===== config.mk =====
export PLATFORM = sky130hd
export DESIGN_NAME = strtup_seq_ctrl
export DESIGN_NICKNAME = d
export VERILOG_FILES = /design/src/rtl/strtup_seq_ctrl.sv
export SDC_FILE = /design/constraint.sdc
export NUM_CORES = 1
export LEC_CHECK = 0
export BUFFER_PORTS_ARGS = -buffer_cell sky130_fd_sc_hd__buf_4
export CORE_MARGIN = 10
export CORE_UTILIZATION = 30
export DETAILED_ROUTE_END_ITERATION = 8
export GPL_TIMING_DRIVEN = 0
export PLACE_DENSITY_LB_ADDON = 0.1
export RECOVER_POWER = 50
export SYNTH_ARGS = -nofsm -noshare
export SYNTH_HDL_FRONTEND = slang
export SYNTH_SLANG_ARGS = --single-unit

===== constraint.sdc =====
create_clock -name UCLK -period 1.7 [get_ports UCLK]
set_input_delay 0.085 -clock UCLK [delete_from_list [all_inputs] [get_ports UCLK]]
set_output_delay 0.085 -clock UCLK [all_outputs]
set_load 0.05 [all_outputs]

===== src/rtl/strtup_seq_ctrl.sv =====
// Wake-up sequencer: after configuration load, releases DONE, GOE, GWE and GSRN
// in a programmable phase order, optionally gated by PLL lock and the DONE pin.
module strtup_seq_ctrl #(
  parameter int DONE_PHASE   = 1,
  parameter int GOE_PHASE    = 2,
  parameter int GWE_PHASE    = 3,
  parameter int GSR_PHASE    = 3,
  parameter int PHASE_LEN    = 1,
  parameter int WAIT_LOCK    = 0,
  parameter int LOCK_TIMEOUT = 1023,
  parameter int SYNC_TO_DONE = 0
) (
  input  logic       UCLK,
  input  logic       RSTN,
  input  logic       CFG_DONE,
  input  logic       PLL_LOCK,
  input  logic       DONE_IN,
  input  logic       RESTART,
  output logic       DONE_OUT,
  output logic       GOE,
  output logic       GWE,
  output logic       GSRN,
  output logic       BUSY,
  output logic       ERR,
  output logic [2:0] PHASE
);

  if (DONE_PHASE < 1 || DONE_PHASE > 7 || GOE_PHASE < 1 || GOE_PHASE > 7 ||
      GWE_PHASE < 1 || GWE_PHASE > 7 || GSR_PHASE < 1 || GSR_PHASE > 7 ||
      PHASE_LEN < 1 || PHASE_LEN > 16 || LOCK_TIMEOUT < 1 || LOCK_TIMEOUT > 1023) begin : g_badParam
    $error("strtup_seq_ctrl: phase, PHASE_LEN or LOCK_TIMEOUT parameter out of range");
  end

  localparam logic [2:0] DonePh    = 3'(DONE_PHASE);
  localparam logic [2:0] GoePh     = 3'(GOE_PHASE);
  localparam logic [2:0] GwePh     = 3'(GWE_PHASE);
  localparam logic [2:0] GsrPh     = 3'(GSR_PHASE);
  localparam logic [3:0] DwellLast = 4'(PHASE_LEN - 1);
  localparam logic [9:0] LockLast  = 10'(LOCK_TIMEOUT - 1);

  typedef enum logic [2:0] {
    S_IDLE,
    S_LOCK_WAIT,
    S_SEQ,
    S_DONE,
    S_ERROR
  } state_e;

  state_e     state_q, state_d;
  logic [2:0] phase_q, phase_d;
  logic [3:0] dwell_q, dwell_d;
  logic [9:0] lockCnt_q, lockCnt_d;
  logic       doneIn_q, doneIn_d;
  logic       doneOut_q, doneOut_d;
  logic       goe_q, goe_d;
  logic       gwe_q, gwe_d;
  logic       gsrn_q, gsrn_d;
  logic       busy_q, busy_d;
  logic       err_q, err_d;

  always_ff @(posedge UCLK or negedge RSTN) begin
    if (!RSTN) begin
      state_q   <= S_IDLE;
      phase_q   <= 3'd0;
      dwell_q   <= 4'd0;
      lockCnt_q <= 10'd0;
      doneIn_q  <= 1'b0;
      doneOut_q <= 1'b0;
      goe_q     <= 1'b0;
      gwe_q     <= 1'b0;
      gsrn_q    <= 1'b0;
      busy_q    <= 1'b0;
      err_q     <= 1'b0;
    end else begin
      state_q   <= state_d;
      phase_q   <= phase_d;
      dwell_q   <= dwell_d;
      lockCnt_q <= lockCnt_d;
      doneIn_q  <= doneIn_d;
      doneOut_q <= doneOut_d;
      goe_q     <= goe_d;
      gwe_q     <= gwe_d;
      gsrn_q    <= gsrn_d;
      busy_q    <= busy_d;
      err_q     <= err_d;
    end
  end

  // DONE_IN is registered once so a DONE-pin stall releases on the edge after it is seen high.
  always_comb begin
    state_d   = state_q;
    phase_d   = phase_q;
    dwell_d   = dwell_q;
    lockCnt_d = lockCnt_q;
    doneIn_d  = DONE_IN;
    if (RESTART) begin
      state_d   = S_IDLE;
      phase_d   = 3'd0;
      dwell_d   = 4'd0;
      lockCnt_d = 10'd0;
      doneIn_d  = 1'b0;
    end else begin
      unique case (state_q)
        S_IDLE: begin
          if (CFG_DONE) begin
            if (WAIT_LOCK != 0) begin
              state_d   = S_LOCK_WAIT;
              lockCnt_d = 10'd0;
            end else begin
              state_d = S_SEQ;
              phase_d = 3'd1;
              dwell_d = 4'd0;
            end
          end
        end
        S_LOCK_WAIT: begin
          if (PLL_LOCK) begin
            state_d   = S_SEQ;
            phase_d   = 3'd1;
            dwell_d   = 4'd0;
            lockCnt_d = 10'd0;
          end else begin
            lockCnt_d = lockCnt_q + 10'd1;
            if (lockCnt_q == LockLast) state_d = S_ERROR;
          end
        end
        S_SEQ: begin
          if (dwell_q != DwellLast) begin
            dwell_d = dwell_q + 4'd1;
          end else if (SYNC_TO_DONE != 0 && phase_q == DonePh && !doneIn_q) begin
            dwell_d = dwell_q;
          end else if (phase_q == 3'd7) begin
            state_d = S_DONE;
            phase_d = 3'd0;
            dwell_d = 4'd0;
          end else begin
            phase_d = phase_q + 3'd1;
            dwell_d = 4'd0;
          end
        end
        S_DONE:  state_d = S_DONE;
        S_ERROR: state_d = S_ERROR;
        default: state_d = S_IDLE;
      endcase
    end
  end

  // Phases only climb, so "phase reached" makes each control sticky for the rest of the run.
  always_comb begin
    doneOut_d = 1'b0;
    goe_d     = 1'b0;
    gwe_d     = 1'b0;
    gsrn_d    = 1'b0;
    busy_d    = (state_d == S_LOCK_WAIT) || (state_d == S_SEQ);
    err_d     = (state_d == S_ERROR);
    if (state_d == S_DONE) begin
      doneOut_d = 1'b1;
      goe_d     = 1'b1;
      gwe_d     = 1'b1;
      gsrn_d    = 1'b1;
    end else if (state_d == S_SEQ) begin
      doneOut_d = (phase_d >= DonePh);
      goe_d     = (phase_d >= GoePh);
      gwe_d     = (phase_d >= GwePh);
      gsrn_d    = (phase_d >= GsrPh);
    end
  end

  assign DONE_OUT = doneOut_q;
  assign GOE      = goe_q;
  assign GWE      = gwe_q;
  assign GSRN     = gsrn_q;
  assign BUSY     = busy_q;
  assign ERR      = err_q;
  assign PHASE    = phase_q;

endmodule


==> results.md <==
* Critical-path top delay cell: or3b_4
* Final instance area at 1900 um2
* TritonCTS Sinks at 25
* Vias in the first global route at 1,186
* Area Growth Syn to Fin at 33.0%
* Die Width at 89.0 um
* Setup-failing EPs final at 3
* Final period util at 103%
* CP Class: flip-flop to flip-flop
* Via count at 1,202
* Worst Setup Start Kind: flip-flop
* Grt peak-use layer: met2
* Min cycle time layout at 1.74 ns
* Worst-case clock buffer depth at 2
* Area share of fa/ha/maj cells after synthesis at 5.25%
* Main synth FF type: dfrtp_1
* Crit path DAT at 1.90 ns
* Failing checks: setup timing
* N_diodes at 0
* Sequential area share after synthesis at 43.8%
* Mapped Nets at 165
* Pre-antenna DRT Iters at 4
* Max-slew headroom at 56.7%
* Share of the synthesized area in the top cell type at 43.8%
* Crit path capture: DONE_OUT
* Die area at 7920 um2
* Die Y-Extent at 89.0 um
* Layout Utilization at 40.8%
* Unrepaired setup endpoints after global routing: yes
* Async set-reset flop share out of synthesis at 100%
* Area of the core at 4660 um2
* Status: finished with violations
* Met3 GRT Util at 2.55%
* DRT Wirelength at 3310 um
* Number of synthesized register bits at 25
* GR Overflow Total at 0
* Post-Synth Simple-Gate Area at 22.9%
* Post-synthesis xor/xnor area fraction at 0.613%
* Flop2flop setup slack at -0.04 ns
* CP required at 1.85 ns
* Iteration-0 DRC Markers at 68
* Top-level I/O count at 15
* Ranking of synthesized cells by area: dfrtp_1 44%, o21ai_0 7.0%, ha_1 5.3%
* Final Hold Viols at 0
* Global placer's final weighted congestion at 0.737
* Worst slew pin tran at 0.649 ns
* Nets at 196
* Critical Path Start: dwell_q[0]
* TritonCTS clock tree: yes
* Fillers at 458
* Crit path cell chain: inv_1 -> ha_2 -> or3b_4 -> and3_4 -> a211o_4 -> nor2_2 -> a21oi_1
* Later-pin clock latency in the skew report at 0.27 ns
* HPWL after DPL at 2190 um
* Met1 usage at 9.81%
* Clock Tree Root: clkbuf_8
* FF-to-FF End: DONE_OUT
* Fmax at 574 MHz
* Top cells by count, synth: 25 x dfrtp_1, 20 x o21ai_0, 17 x nor2_1
* R2R cell count at 7
* Average instance area after synthesis at 9.34 um2
* Worst-path maximum fanout at 4
* Complex-gate fraction of the synthesized area at 21.2%
* Final antenna-violating net count at 0
* CP max stage delay at 0.40 ns
* Dpl cell area at 1600 um2
* Yosys warning count at 0
* CP endpoint kind: flip-flop
* Global-route wire length before repair at 5440 um
* Cell area after synthesis at 1430 um2
* Met2 Use GR at 15.5%
* Gate Count Post-Synth at 153
* GRT Util Overall at 8.79%
* VDD IR max at 0.278 mV
* Area leader, netlist: dfrtp_1
* Worst Clk Skew at 0.00224 ns
* Max_cap viols at 0
* Cts bufs inserted at 3
* Layout cells sized above 1 at 33.9%
* Largest net degree at the start of global routing at 26
* Mux share of post-synthesis cell area at 0.701%
* Largest family of logic cells by synthesized area: simple AND/OR/NAND/NOR gates
* Setup ws final at -0.0426 ns
* Initial Utilization at 30.7%
* WL per Instance at 14.0 um
* Initial antenna violation count at 0
* DR DRC count at 0
* # rows at 25
* Vias per cell at 5.07
* Most common cell in the synthesized netlist: dfrtp_1
* EDFF count, synth at 0
* Leakage at 0.880 nW
* Cell variety after synth at 37
* Power density cells at 590 nW/um2
* Dpl ws at -0.217 ns
* Critical R2R Launch: dwell_q[0]
* Worst-path clk slew at 0.09 ns
* Min-delay worst type: input pin to flip-flop
* Port Buf Inserts at 13
* Final max-slew violation count at 0
* H-tree depth at 1
## registers in the layout, summed over array words and instances (netlist names)
signal,cells
lockCnt_q,10
GSRN,1
dwell_q,4
PHASE,3
ERR,1
GOE,1
BUSY,1
DONE_OUT,1
state_q,3
## cells in the final DEF, fill, tap and decap left out, types with 2 or more instances in the layout
cell type / synthesis / layout
buf_4: 1 / 25
dfrtp_1: 25 / 24
nor2_1: 17 / 14
o21ai_0: 20 / 11
nand2_1: 12 / 11
a21oi_1: 11 / 10
inv_1: 9 / 9
o21ai_1: 0 / 8
nand3_1: 5 / 5
ha_1: 6 / 5
nand2b_1: 5 / 3
nand4_1: 3 / 3
nor2b_1: 3 / 3
nand2b_4: 1 / 3
clkbuf_8: 0 / 3
buf_6: 2 / 2
nor4b_4: 0 / 2
and3_4: 0 / 2
and3_1: 4 / 2
nor2_2: 0 / 2
o41ai_2: 2 / 2
## cell type report
type	count	area (um2)	area share (%)
clock buffers	4	45.0	2.37
inverters	9	33.8	1.78
well taps	54	67.6	3.55
repair buffers	27	224	11.8
plain buffers	5	46.3	2.44
flip-flops and latches	25	627	33.0
multi-input cells	113	857	45.1
## kinds of logic after synthesis
logic type	Yosys count
fa+ha+maj	6
xor+xnor	1
mux	1
compound gates	45
simple gates	60
flops	25
buf+inv	15
## layer usage
metal / wire length [um] / share of wire, %
met2: 1670 / 50
met1: 1450 / 44
met4: 56 / 1.7
met5: 0 / 0
met3: 139 / 4.2
## through the flow
stage	setup TNS, ns	hold WS [ns]	cells	power (mW)
finish	-0.0680	0.156	237	1.12
global route	-0.476	0.151	237	1.17
CTS	-0.0411	0.141	235	1.14
detailed placement	-1.07	0.0170	220	0.754
global placement	-1.28	0.0174	220	0.753
floorplan	-0.0450	-0.211	153	0.701
## where the power goes
| group | total [mW] | leakage (nW) | internal, mW | switching (mW) |
|---|---|---|---|---|
| registers | 0.613 | 0.343 | 0.604 | 0.00887 |
| clock network | 0.358 | 0.0228 | 0.168 | 0.190 |
| logic | 0.151 | 0.514 | 0.0580 | 0.0926 |
| total | 1.12 | 0.880 | 0.830 | 0.292 |
## how the worst min path moves through the flow
stage                          end  slack [ns]  cells past startpoint    start
after floorplan               BUSY       -0.21                      0     RSTN
after global placement    PHASE[2]        0.02                      1     RSTN
after detailed placement  PHASE[2]        0.02                      1     RSTN
after CTS                 PHASE[0]        0.14                      2  RESTART
after global routing      PHASE[0]        0.15                      2  RESTART
final                     PHASE[0]        0.16                      2  RESTART
## worst max-delay path, delay by kind of cell, from the launching register on
| family | cells | cell delay, ns |
|---|---|---|
| flops | 1 | 0.39 |
| buf+inv | 1 | 0.06 |
| simple gates | 3 | 0.66 |
| compound gates | 2 | 0.35 |
| fa+ha+maj | 1 | 0.16 |
## what timing repair did
| action | in CTS | in global routing |
|---|---|---|
| resized for setup | 23 | 16 |
| pin swaps | 8 | 4 |
| buffers inserted | 10 | 2 |
| gates cloned | 0 | 1 |
| setup endpoints to repair | 14 | 12 |
| hold buffers | 1 | 0 |
| endpoints found under the hold margin | 25 | 0 |
(Power assumes the default switching activity.)
